==> config.mk <==
export PLATFORM = sky130hd
export DESIGN_NAME = multicycle_control
export DESIGN_NICKNAME = d
export VERILOG_FILES = /design/src/rtl/multicycle_control.sv
export SDC_FILE = /design/constraint.sdc
export NUM_CORES = 1
export LEC_CHECK = 0
export BUFFER_PORTS_ARGS = -buffer_cell sky130_fd_sc_hd__buf_2
export CAP_MARGIN = 20
export CORE_UTILIZATION = 39
export CTS_CLUSTER_DIAMETER = 30
export CTS_CLUSTER_SIZE = 20
export DETAILED_ROUTE_END_ITERATION = 16
export PLACE_DENSITY = 0.69
export SLEW_MARGIN = 0
export SYNTH_ARGS = -nofsm -noshare
export SYNTH_HDL_FRONTEND = slang
export SYNTH_SLANG_ARGS = --single-unit
==> constraint.sdc <==
create_clock -name clk_i -period 2.24 [get_ports clk_i]
set_clock_uncertainty 0.05 [all_clocks]
set_input_delay 0.56 -clock clk_i [delete_from_list [all_inputs] [get_ports clk_i]]
set_output_delay 0.56 -clock clk_i [all_outputs]
set_load 0.02 [all_outputs]
==> src/rtl/multicycle_control.sv <==
// Main controller for the multicycle RV32I core: registered Moore FSM plus
// combinational ALU-control and immediate-select decoders.
module multicycle_control (
  input  logic       clk_i,
  input  logic       reset_i,
  input  logic [6:0] op_i,
  input  logic [2:0] funct3_i,
  input  logic       funct7b5_i,
  input  logic       zero_i,
  output logic       pc_write_o,
  output logic       adr_src_o,
  output logic       mem_write_o,
  output logic       ir_write_o,
  output logic       reg_write_o,
  output logic [1:0] result_src_o,
  output logic [1:0] alu_src_a_o,
  output logic [1:0] alu_src_b_o,
  output logic [2:0] imm_src_o,
  output logic [3:0] alu_control_o,
  output logic       illegal_op_o,
  output logic       instr_retired_o
);

  typedef enum logic [3:0] {
    StFetch    = 4'd0,
    StDecode   = 4'd1,
    StMemAdr   = 4'd2,
    StMemRead  = 4'd3,
    StMemWb    = 4'd4,
    StMemWrite = 4'd5,
    StExecuteR = 4'd6,
    StExecuteI = 4'd7,
    StAluWb    = 4'd8,
    StJal      = 4'd9,
    StJalr     = 4'd10,
    StBranch   = 4'd11,
    StLui      = 4'd12,
    StAuipc    = 4'd13
  } state_e;

  localparam logic [3:0] AluAdd  = 4'b0000;
  localparam logic [3:0] AluSub  = 4'b0001;
  localparam logic [3:0] AluAnd  = 4'b0010;
  localparam logic [3:0] AluOr   = 4'b0011;
  localparam logic [3:0] AluXor  = 4'b0100;
  localparam logic [3:0] AluSlt  = 4'b0101;
  localparam logic [3:0] AluSll  = 4'b0110;
  localparam logic [3:0] AluSrl  = 4'b0111;
  localparam logic [3:0] AluSra  = 4'b1000;
  localparam logic [3:0] AluSltu = 4'b1001;

  localparam logic [6:0] OpLoad   = 7'b0000011;
  localparam logic [6:0] OpStore  = 7'b0100011;
  localparam logic [6:0] OpR      = 7'b0110011;
  localparam logic [6:0] OpI      = 7'b0010011;
  localparam logic [6:0] OpJal    = 7'b1101111;
  localparam logic [6:0] OpJalr   = 7'b1100111;
  localparam logic [6:0] OpBranch = 7'b1100011;
  localparam logic [6:0] OpLui    = 7'b0110111;
  localparam logic [6:0] OpAuipc  = 7'b0010111;

  state_e state_q, state_d;

  logic [3:0] alu_r, alu_i, alu_b;
  logic       branch_ok;
  logic       pc_write, mem_write, ir_write, reg_write;

  always_ff @(posedge clk_i or posedge reset_i) begin
    if (reset_i) begin
      state_q <= StFetch;
    end else begin
      state_q <= state_d;
    end
  end

  // Immediate format depends only on the opcode.
  always_comb begin
    imm_src_o = 3'b000;
    case (op_i)
      OpStore:        imm_src_o = 3'b001;
      OpBranch:       imm_src_o = 3'b010;
      OpJal:          imm_src_o = 3'b011;
      OpLui, OpAuipc: imm_src_o = 3'b100;
      default:        imm_src_o = 3'b000;
    endcase
  end

  always_comb begin
    alu_r = AluAdd;
    case (funct3_i)
      3'b000:  alu_r = funct7b5_i ? AluSub : AluAdd;
      3'b001:  alu_r = AluSll;
      3'b010:  alu_r = AluSlt;
      3'b011:  alu_r = AluSltu;
      3'b100:  alu_r = AluXor;
      3'b101:  alu_r = funct7b5_i ? AluSra : AluSrl;
      3'b110:  alu_r = AluOr;
      default: alu_r = AluAnd;
    endcase
    // Immediate forms have no SUB; bit 30 is part of the immediate there.
    alu_i = (funct3_i == 3'b000) ? AluAdd : alu_r;
    case (funct3_i[2:1])
      2'b10:   alu_b = AluSlt;
      2'b11:   alu_b = AluSltu;
      default: alu_b = AluSub;
    endcase
    branch_ok = (funct3_i[2:1] != 2'b01);
  end

  always_comb begin
    state_d         = StFetch;
    pc_write        = 1'b0;
    adr_src_o       = 1'b0;
    mem_write       = 1'b0;
    ir_write        = 1'b0;
    reg_write       = 1'b0;
    result_src_o    = 2'b00;
    alu_src_a_o     = 2'b00;
    alu_src_b_o     = 2'b00;
    alu_control_o   = AluAdd;
    illegal_op_o    = 1'b0;
    instr_retired_o = 1'b0;
    case (state_q)
      StFetch: begin
        ir_write     = 1'b1;
        alu_src_b_o  = 2'b10;
        result_src_o = 2'b10;
        pc_write     = 1'b1;
        state_d      = StDecode;
      end
      StDecode: begin
        alu_src_a_o = 2'b01;
        alu_src_b_o = 2'b01;
        case (op_i)
          OpLoad, OpStore: state_d = StMemAdr;
          OpR:             state_d = StExecuteR;
          OpI:             state_d = StExecuteI;
          OpJal:           state_d = StJal;
          OpJalr:          state_d = StJalr;
          OpBranch:        state_d = branch_ok ? StBranch : StFetch;
          OpLui:           state_d = StLui;
          OpAuipc:         state_d = StAuipc;
          default:         state_d = StFetch;
        endcase
        illegal_op_o = (state_d == StFetch);
      end
      StMemAdr: begin
        alu_src_a_o = 2'b10;
        alu_src_b_o = 2'b01;
        state_d     = op_i[5] ? StMemWrite : StMemRead;
      end
      StMemRead: begin
        adr_src_o = 1'b1;
        state_d   = StMemWb;
      end
      StMemWb: begin
        result_src_o    = 2'b01;
        reg_write       = 1'b1;
        instr_retired_o = 1'b1;
      end
      StMemWrite: begin
        adr_src_o       = 1'b1;
        mem_write       = 1'b1;
        instr_retired_o = 1'b1;
      end
      StExecuteR: begin
        alu_src_a_o   = 2'b10;
        alu_control_o = alu_r;
        state_d       = StAluWb;
      end
      StExecuteI: begin
        alu_src_a_o   = 2'b10;
        alu_src_b_o   = 2'b01;
        alu_control_o = alu_i;
        state_d       = StAluWb;
      end
      StAluWb: begin
        reg_write       = 1'b1;
        instr_retired_o = 1'b1;
      end
      StJal: begin
        alu_src_a_o = 2'b01;
        alu_src_b_o = 2'b10;
        pc_write    = 1'b1;
        state_d     = StAluWb;
      end
      StJalr: begin
        alu_src_a_o = 2'b10;
        alu_src_b_o = 2'b01;
        state_d     = StJal;
      end
      StBranch: begin
        alu_src_a_o     = 2'b10;
        alu_control_o   = alu_b;
        pc_write        = zero_i ^ funct3_i[0] ^ funct3_i[2];
        instr_retired_o = 1'b1;
      end
      StLui: begin
        alu_src_a_o = 2'b11;
        alu_src_b_o = 2'b01;
        state_d     = StAluWb;
      end
      StAuipc: begin
        alu_src_a_o = 2'b01;
        alu_src_b_o = 2'b01;
        state_d     = StAluWb;
      end
      default: state_d = StFetch;
    endcase
  end

  // Reset is asynchronous, so gate enables directly rather than wait for the state.
  assign pc_write_o  = pc_write & ~reset_i;
  assign mem_write_o = mem_write & ~reset_i;
  assign ir_write_o  = ir_write & ~reset_i;
  assign reg_write_o = reg_write & ~reset_i;

endmodule

==> results of run 1 <==
==> path summary, 6_finish.rpt <==
| kind | end | cells past startpoint |
|---|---|---|
| max in group asynchronous | state_q[1]$_DFF_PP0_ | 2 |
| hold reg to reg | state_q[2]$_DFF_PP0_ | 1 |
| setup / recovery | illegal_op_o | 6 |
| min in group clk_i | state_q[2]$_DFF_PP0_ | 1 |
| setup reg to reg | state_q[3]$_DFF_PP0_ | 5 |
| hold / removal | state_q[0]$_DFF_PP0_ | 2 |
==> what timing repair did <==
action,CTS,global route
gates cloned,0,0
setup endpoints to repair,3,6
gates resized for setup,10,15
hold buffers,0,0
pin swaps,5,7
setup buffers,2,3
hold endpoints to repair,0,0
==> power breakdown <==
group	switching [W]	total, W	internal, W	leakage [nW]
sequential	0.0000252	0.000114	0.0000888	0.0490
clock	0.0000289	0.0000888	0.0000599	0.0138
combinational	0.000313	0.000610	0.000297	0.518
total	0.000367	0.000813	0.000446	0.581
==> cells by family after synthesis <==
kind of cell	Yosys count	synth area share, %
compound gates	30	30.92
xor+xnor	3	3.628
buf+inv	13	7.254
flops	4	13.82
simple gates	53	44.39
==> per-stage QoR <==
stage               hold slack (ns)  util, %  area (µm²)
finish                       0.1826    70.29        1214
detailed placement           0.4312    61.01        1054
floorplan                    0.2845        -       735.7
global route                 0.1846    70.29        1214
CTS                          0.1805    66.01        1140
global placement             0.4365    61.01        1054
==> worst reg2reg max path: stages, from the launching register on <==
cell and delay (ns):
dfrtp_2 0.43, buf_12 0.16, nor2b_4 0.13, nor2b_1 0.14, o21ai_0 0.24, o311ai_2 0.16
==> layout make-up <==
class / count / area share [%]
clock buffers: 3 / 1.856
inverters: 5 / 1.546
multi-input cells: 86 / 52.68
flip-flops and latches: 4 / 8.557
well taps: 25 / 2.577
repair buffers: 57 / 32.78
==> layout by cell type, fill, tap and decap left out, types with 3 or more instances in the layout <==
| cell type | Yosys | routed |
|---|---|---|
| inv_1 | 5 | 5 |
| nand2_1 | 6 | 6 |
| nor2_1 | 5 | 5 |
| clkbuf_4 | 0 | 3 |
| o21ai_0 | 4 | 4 |
| buf_2 | 3 | 29 |
| buf_6 | 0 | 4 |
| xnor2_1 | 3 | 3 |
| a21oi_1 | 6 | 6 |
| dfrtp_2 | 0 | 3 |
| a21o_1 | 3 | 3 |
| nor2b_1 | 9 | 7 |
| nand2b_1 | 6 | 5 |
| buf_4 | 0 | 21 |
| nor3_1 | 8 | 8 |
==> routing by layer <==
layer | GRT usage, % | wire length [µm] | vias to the layer above
met4 | 3.030 | 28 | 0
met1 | 26.96 | 937 | 428
li1 | - | - | 490
met5 | 0 | 0 | -
met2 | 47.83 | 1282 | 42
met3 | 5.200 | 129 | 6
==> synth_stat cells, drive strengths merged <==
master   n  area share [%]
o311ai   2             3.5
a221o    1             1.4
and2     1            0.86
nand2b   6             5.2
a22o     1             1.2
or2      1            0.86
a2bb2oi  1             1.2
nor3     8             5.5
inv      5             2.6
nand3    3             2.1
nor2b    9             7.8
buf      3             2.1
or4      1             1.0
dfrtp    4              14
xnor2    3             3.6
o21ai    6             4.1
a211oi   1             1.0
nand4b   1             1.2
or3b     2             2.8
a31oi    1            0.86
o21a     2             2.1
nand2    6             3.1
nor4     2             1.7
o32ai    2             2.4
a2bb2o   1             2.8
nand4    1            0.86
o32a     1             1.4
nor2     5             2.6
nor4b    1             1.2
a21oi    6             4.1
a21o     3             3.1
nor3b    2             2.1
or3      2             1.7
clkbuf   5             2.6
nand3b   2             3.8
o22ai    2             1.7
==> qor.yml, run 1 <==
outcome: "finished, violations left"
netlist_area_um2: 724.4
drive_above_1_share_pct: 50.32
antenna_found_initial: 0
fin_crit_sh_pct: 104.1
cts_tree: "yes"
postRouteAntennaNets: 0
clock.fmax_mhz: 429.0
cpPeakStageDelay_ns: 0.39
p_leak_nw: 0.5811
synth_fp_nets: 117
largest_register_ffs: 4
io_buffer_count: 33
hpwlAfterDp_um: 1810
io_pins: 34
grt_overflow_total: 0
largest_register: "state_q"
clkSlewWorstSetupHoldPaths_ns: 0.04
peakVddDrop_uv: 330.7
crit_path_start_kind: "input port"
cts_buffer_depth: 2
seqCellArea_um2: 103.9
setup_ws_ns: -0.09110
cp-end-kind: "output port"
ys_ff_latch: 4
area_growth_pct: 67.53
yosysUniqueCellTypes: 40
n_fill_cell: 149
yosysSeqAreaShare_pct: 13.82
total_power_w: 0.0008132
syn_inst: 103
die_h_um: 45.10
grt_pass1_vias: 850
start_util_pct: 41.96
setup_viol: 1
drt-pass1-iter-count: 7
syn_avg_cell_area_um2: 7.033
multi_input_area_um2: 639.4
grt_pass1_wl_um: 3636
hold_viol_final: 0
cpLargestDelayFamily: "simple AND/OR/NAND/NOR gates"
maxSlewViolCount: 0
die_w_um: 45.10
numCtsBuffers: 3
antennaDiodeCount: 0
tns_ns: -0.09110
drt_wl_total_um: 2377
cp-startpoint: "op_i[3]"
relSlewSlack_pct: 81.72
max_cap_viol_count: 0
worstPathArrival_ns: 1.72
viasPerCell: 5.367
cts-root-buf: "clkbuf_4"
grt_max_degree: 16
rows: 15
ctsHtreeMaxLevel: 1
final-instance-count-excl-fill: 180
clk_latency_ns: 0.23
place_ws_ns: -0.1574
coreArea_mm2: 0.001727
r2r-start: "state_q[1]$_DFF_PP0_"
rsz0062_at_grt: "true"
clock_sinks: 4
place_congestion: 0.8454
violations: "negative setup slack"
reg_top3: "state_q x4"
fin_crit_ns: 2.331
grtUsageTotal_pct: 24.36
worst-path-buf-inv: 2
worstMarginPinSlew_ns: 0.2717
path_cells: "buf_8 -> nand3b_4 -> or3b_4 -> a2bb2o_4 -> nor3b_4 -> buf_6"
reg2reg_setup_slack_ns: 0.78
wl_per_cell_um: 13.21
final_nets: 171
dp_cells: 172
vias: 966
critPathMaxFanout: 3
hp-class: "in2async"
ys_warn_count: 0
power.density_mw_per_mm2: 670.1
drt_first_iter_violations: 24
crit_slowest_cell: "or3b_4"
required_ns: 1.63
path_class: "in2out"
dieArea_mm2: 0.002034
drc: 0
No activity file was read; power rests on OpenSTA's default activity.
==> run 2: changes to the inputs <==
Settings changed: SETUP_SLACK_MARGIN from default to 0.02.
==> qor.yml, run 2 (synthesis gave the netlist of run 1 again) <==
p_clk_share_pct: 9.8  # was 10.9%
pwr-share-seq_pct: 13.4  # was 14.0%
reg_top3: "state_q x4"  # unchanged
wl_per_cell_um: 13.68  # was 13.21 µm
clock.fmax_mhz: 429.4  # was 429.0 MHz
outcome: "finished, violations left"  # unchanged
relSlewSlack_pct: 81.96  # was 81.72%
crit_slowest_cell: "or3b_4"  # unchanged
numCtsBuffers: 3  # unchanged
intPower_w: 0.0005103  # was 0.0004458 W
grt_max_degree: 16  # unchanged
p_sw_share_pct: 43.44  # was 45.18%
final_cell_mix: "buf_2, buf_4, nor3_1, nor2b_1, nand2_1"  # was buf_2, buf_4, nor3_1, nor2b_1
start_util_pct: 41.96  # unchanged
fin_crit_sh_pct: 104.0  # was 104.1%
hold_viol_final: 0  # unchanged
drc: 0  # unchanged
power.density_mw_per_mm2: 709.0  # was 670.1 mW/mm²
power.switching_w: 0.0003919  # was 0.0003674 W
place_congestion: 0.8454  # unchanged
setup_ws_ns: -0.08895  # was -0.09110 ns
postRouteAntennaNets: 0  # unchanged
drive_above_1_share_pct: 52.56  # was 50.32%
clk_latency_ns: 0.23  # about the same
violations: "negative setup slack"  # unchanged
clock_sinks: 4  # unchanged
dieArea_mm2: 0.002034  # unchanged
cts_buffer_depth: 2  # unchanged
cts_hold_buf: 0  # unchanged
place_ws_ns: -0.1574  # unchanged
crit_path_start_kind: "input port"  # unchanged
die_w_um: 45.10  # unchanged
path_cells: "buf_8 -> nand3b_4 -> or3b_4 -> a2bb2o_4 -> nor3b_4 -> buf_6"  # unchanged
antennaDiodeCount: 0  # unchanged
cts_tree: "yes"  # unchanged
tns_ns: -0.08895  # was -0.09110 ns
rr_worst_depth: 5  # unchanged
io_pins: 34  # unchanged
largest_register: "state_q"  # unchanged
cp-end-kind: "output port"  # unchanged
hp-class: "in2async"  # unchanged
p_leak_nw: 0.6069  # was 0.5811 nW
rsz0062_at_grt: "true"  # unchanged
cpPeakStageDelay_ns: 0.39  # about the same
peakVddDrop_uv: 339.8  # was 330.7 µV
post-route-util_pct: 73.70  # was 70.29%
cts-root-buf: "clkbuf_4"  # unchanged
grt_pass1_vias: 848  # was 850
drt_first_iter_violations: 20  # was 24
p_comb_share_pct: 76.8  # was 75.1%
die_h_um: 45.10  # unchanged
final-instance-count-excl-fill: 181  # was 180
path_class: "in2out"  # unchanged
dp_cells: 172  # unchanged
final_common_cell: "buf_2"  # unchanged
hpwlAfterDp_um: 1810  # unchanged
final_nets: 172  # was 171
worstMarginPinSlew_ns: 0.2681  # was 0.2717 ns
critPathMaxFanout: 3  # unchanged
clkSlewWorstSetupHoldPaths_ns: 0.04  # about the same
area_growth_pct: 75.65  # was 67.53%
fin_crit_ns: 2.329  # was 2.331 ns
viasPerCell: 5.541  # was 5.367
coreArea_mm2: 0.001727  # unchanged
maxSlewViolCount: 0  # unchanged
rows: 15  # unchanged
grtUsageTotal_pct: 24.36  # unchanged
io_buffer_count: 33  # unchanged
n_fill_cell: 151  # was 149
antenna_found_initial: 0  # unchanged
max_cap_viol_count: 0  # unchanged
setup_viol: 1  # unchanged
drt-pass1-iter-count: 5  # was 7
ctsHtreeMaxLevel: 1  # unchanged
grt_overflow_total: 0  # unchanged
worstPathArrival_ns: 1.72  # about the same
largest_register_ffs: 4  # unchanged
grt_pass1_wl_um: 3629  # was 3636 µm
drt_wl_total_um: 2476  # was 2377 µm
required_ns: 1.63  # about the same
vias: 1003  # was 966
-- run 2: final cells by class --
| class | instances | area (µm²) | share of cell area [%] |
|---|---|---|---|
| Clock buffer | 3 | 22.52 | 1.770 |
| Inverter | 5 | 18.77 | 1.475 |
| Multi-Input combinational cell | 86 | 664.4 | 52.21 |
| Sequential cell | 4 | 103.9 | 8.161 |
| Tap cell | 25 | 31.28 | 2.458 |
| Timing Repair Buffer | 58 | 431.7 | 33.92 |
-- run 2: layer usage --
metal	GRT usage, %	part of all wire, %	vias up
met3	5.200	6.1	6
met5	0	0	-
li1	-	-	492
met4	3.030	0.81	0
met1	26.96	38	453
met2	47.83	55	52
-- run 2: power by group through the flow --
stage	registers [W]	logic [W]	clock network (W)
final	0.000121	0.000693	0.0000887
after global routing	0.000122	0.000739	0.0000992
after CTS	0.000102	0.000532	0.0000939
after detailed placement	0.000103	0.000494	0
after global placement	0.000103	0.000478	0
after floorplan	0.0000980	0.000322	0
-- run 2: metrics by stage --
stage          hold slack, ns  power [W]  cell area [µm²]
3_3_place_gp           0.4365  0.0005804             1054
3_5_place_dp           0.4312  0.0005963             1054
6_report               0.1829  0.0009022             1272
5_1_grt                0.1846  0.0009609             1272
2_1_floorplan          0.2845  0.0004200            735.7
4_1_cts                0.1805  0.0007276             1142
-- run 2: critical path: cells and delay by family --
family                 cells  cell delay (ns)
buffers and inverters      2             0.23
AND/OR/NAND/NOR            3             0.70
AO/OA/AOI/OAI              1             0.23
-- run 2: worst paths after layout --
check	start	endpoint	slack [ns]
max in group asynchronous	reset_i	state_q[1]$_DFF_PP0_	1.77
max	op_i[3]	illegal_op_o	-0.09
min in group clk_i	state_q[3]$_DFF_PP0_	state_q[2]$_DFF_PP0_	0.49
min	reset_i	state_q[0]$_DFF_PP0_	0.18
min reg2reg	state_q[3]$_DFF_PP0_	state_q[2]$_DFF_PP0_	0.49
max reg2reg	state_q[1]$_DFF_PP0_	state_q[3]$_DFF_PP0_	0.77
-- run 2: timing repair --
| item | 4_1_cts | 5_1_grt |
|---|---|---|
| gates cloned | 0 | 1 |
| resized for setup | 11 | 22 |
| endpoints found under the setup margin | 4 | 7 |
| pin swaps | 5 | 7 |
| setup buffers | 2 | 3 |
| endpoints found under the hold margin | 0 | 0 |
==> run 3: changes to the inputs <==
Settings changed: CELL_PAD_IN_SITES_DETAIL_PLACEMENT from default to 1, CELL_PAD_IN_SITES_GLOBAL_PLACEMENT from default to 1, CORE_UTILIZATION 39 to 31, PLACE_DENSITY 0.69 to default, PLACE_DENSITY_LB_ADDON from default to 0.1.
==> qor.yml, run 3 (synthesis gave the netlist of run 1 again) <==
hpwlAfterDp_um: 1851  # was 1810 µm
crit_slowest_cell: "or3b_4"  # unchanged
place_congestion: 0.8233  # was 0.8454
clk_latency_ns: 0.23  # about the same
start_util_pct: 32.75  # was 41.96%
wl_per_cell_um: 13.62  # was 13.68 µm
numCtsBuffers: 3  # unchanged
p_leak_nw: 0.5662  # was 0.6069 nW
dp_cells: 177  # was 172
rows: 17  # was 15
final-instance-count-excl-fill: 183  # was 181
drc: 0  # unchanged
grt_pass1_vias: 930  # was 848
placed_area_mm2: 0.001060  # was 0.001054 mm²
rr_endpoint: "state_q[3]$_DFF_PP0_"  # unchanged
vias: 981  # was 1003
rsz0062_at_grt: "true"  # unchanged
hp-class: "in2async"  # unchanged
grt_overflow_total: 0  # unchanged
viasPerCell: 5.361  # was 5.541
post-route-util_pct: 53.28  # was 73.70%
drt_wl_total_um: 2493  # was 2476 µm
peakVddDrop_uv: 304.8  # was 339.8 µV
fin_crit_ns: 2.331  # was 2.329 ns
cts_tree: "yes"  # unchanged
worst-path-buf-inv: 2  # unchanged
critPathMaxFanout: 3  # unchanged
reg2reg_setup_slack_ns: 0.87  # was 0.77 ns
holdWs_ns: 0.1878  # was 0.1829 ns
final_common_cell: "buf_2"  # unchanged
grt_pass1_wl_um: 3967  # was 3629 µm
cp-end-kind: "output port"  # unchanged
worstPathArrival_ns: 1.72  # about the same
final_cell_mix: "buf_2, buf_4, nor2b_1, nor3_1"  # was buf_2, buf_4, nor3_1, nor2b_1, nand2_1
coreArea_mm2: 0.002212  # was 0.001727 mm²
ctsHtreeMaxLevel: 1  # unchanged
clock.fmax_mhz: 428.9  # was 429.4 MHz
clkSlewWorstSetupHoldPaths_ns: 0.04  # about the same
drt_first_iter_violations: 5  # was 20
setup_viol: 1  # unchanged
cts_hold_buf: 0  # unchanged
area_growth_pct: 62.69  # was 75.65%
maxSlewViolCount: 0  # unchanged
violations: "negative setup slack"  # unchanged
cpLargestDelayFamily: "simple AND/OR/NAND/NOR gates"  # unchanged
path_class: "in2out"  # unchanged
crit_path_start_kind: "input port"  # unchanged
largest_register_ffs: 4  # unchanged
setup_ws_ns: -0.09134  # was -0.08895 ns
cpPeakStageDelay_ns: 0.41  # was 0.39 ns
r2r-start: "state_q[1]$_DFF_PP0_"  # unchanged
relSlewSlack_pct: 81.87  # was 81.96%
power.density_mw_per_mm2: 595.6  # was 709.0 mW/mm²
drt-pass1-iter-count: 4  # was 5
outcome: "finished, violations left"  # unchanged
antennaDiodeCount: 0  # unchanged
cts-root-buf: "clkbuf_4"  # unchanged
io_pins: 34  # unchanged
grt_max_degree: 14  # was 16
max_cap_viol_count: 0  # unchanged
stdcell_area_mm2: 0.001179  # was 0.001272 mm²
grtUsageTotal_pct: 20.05  # was 24.36%
cts_buffer_depth: 2  # unchanged
path_cells: "buf_6 -> nand3b_4 -> or3b_4 -> a2bb2o_4 -> nor3b_2 -> buf_4"  # was buf_8 -> nand3b_4 -> or3b_4 -> a2bb2o_4 -> nor3b_4 -> buf_6
dieArea_mm2: 0.002534  # was 0.002034 mm²
rr_worst_depth: 5  # unchanged
antenna_found_initial: 0  # unchanged
required_ns: 1.63  # about the same
final_nets: 171  # was 172
drive_above_1_share_pct: 48.39  # was 52.56%
clock_sinks: 4  # unchanged
io_buffer_count: 33  # unchanged
die_w_um: 50.34  # was 45.10 µm
reg_top3: "state_q x4"  # unchanged
worstMarginPinSlew_ns: 0.2712  # was 0.2681 ns
postRouteAntennaNets: 0  # unchanged
fin_crit_sh_pct: 104.1  # was 104.0%
hold_viol_final: 0  # unchanged
largest_register: "state_q"  # unchanged
die_h_um: 50.34  # was 45.10 µm
==> run 3: changes by cell type in the layout (fill, tap and decap cells not counted), sizes merged <==
| cell | delta |
|---|---|
| clkbuf | -1 |
==> run 3: layer usage <==
metal / global-route usage, % / vias up / wire [µm]
met4: 8.333 / 0 / 22
li1: - / 489 / -
met2: 39.33 / 22 / 1355
met5: 0 / - / 0
met3: 0 / 2 / 62
met1: 22.45 / 468 / 1052
==> run 3: final cells by class <==
cell class	count	area [µm²]
tap	28	35.03
timing repair buffer	57	366.6
inverter	5	18.77
sequential	4	102.6
clock buffer	3	22.52
multi-input combinational	86	633.1
fill	305	1033
==> run 3: stage by stage <==
stage	TNS, ns	setup WS [ns]	power, W
after CTS	-0.09058	-0.09058	0.0006980
final	-0.09134	-0.09134	0.0007020
after floorplan	-0.02648	-0.02648	0.0004200
after global routing	-0.1281	-0.1281	0.0007583
after detailed placement	-0.1423	-0.1423	0.0005957
after global placement	-0.1051	-0.1051	0.0005852
==> run 3: what timing repair did <==
item | in CTS | in global routing
gates resized for setup | 7 | 11
pin swaps | 2 | 1
setup endpoints to repair | 3 | 5
buffers inserted | 2 | 1
==> run 3: worst max path at each step <==
stage                     cells past startpoint      endpoint   startpoint  slack (ns)
after floorplan                               5  illegal_op_o  funct3_i[2]       -0.03
after detailed placement                      6  illegal_op_o      op_i[4]       -0.14
after global routing                          6  illegal_op_o  funct3_i[2]       -0.13
final                                         6  illegal_op_o      op_i[3]       -0.09
after CTS                                     6  illegal_op_o      op_i[3]       -0.09
after global placement                        6  illegal_op_o      op_i[4]       -0.11
==> run 3: where the power goes <==
part / internal, W / switching (W)
Combinational: 0.000220 / 0.000296
Clock: 0.0000597 / 0.0000264
Sequential: 0.0000871 / 0.0000135
Total: 0.000366 / 0.000336
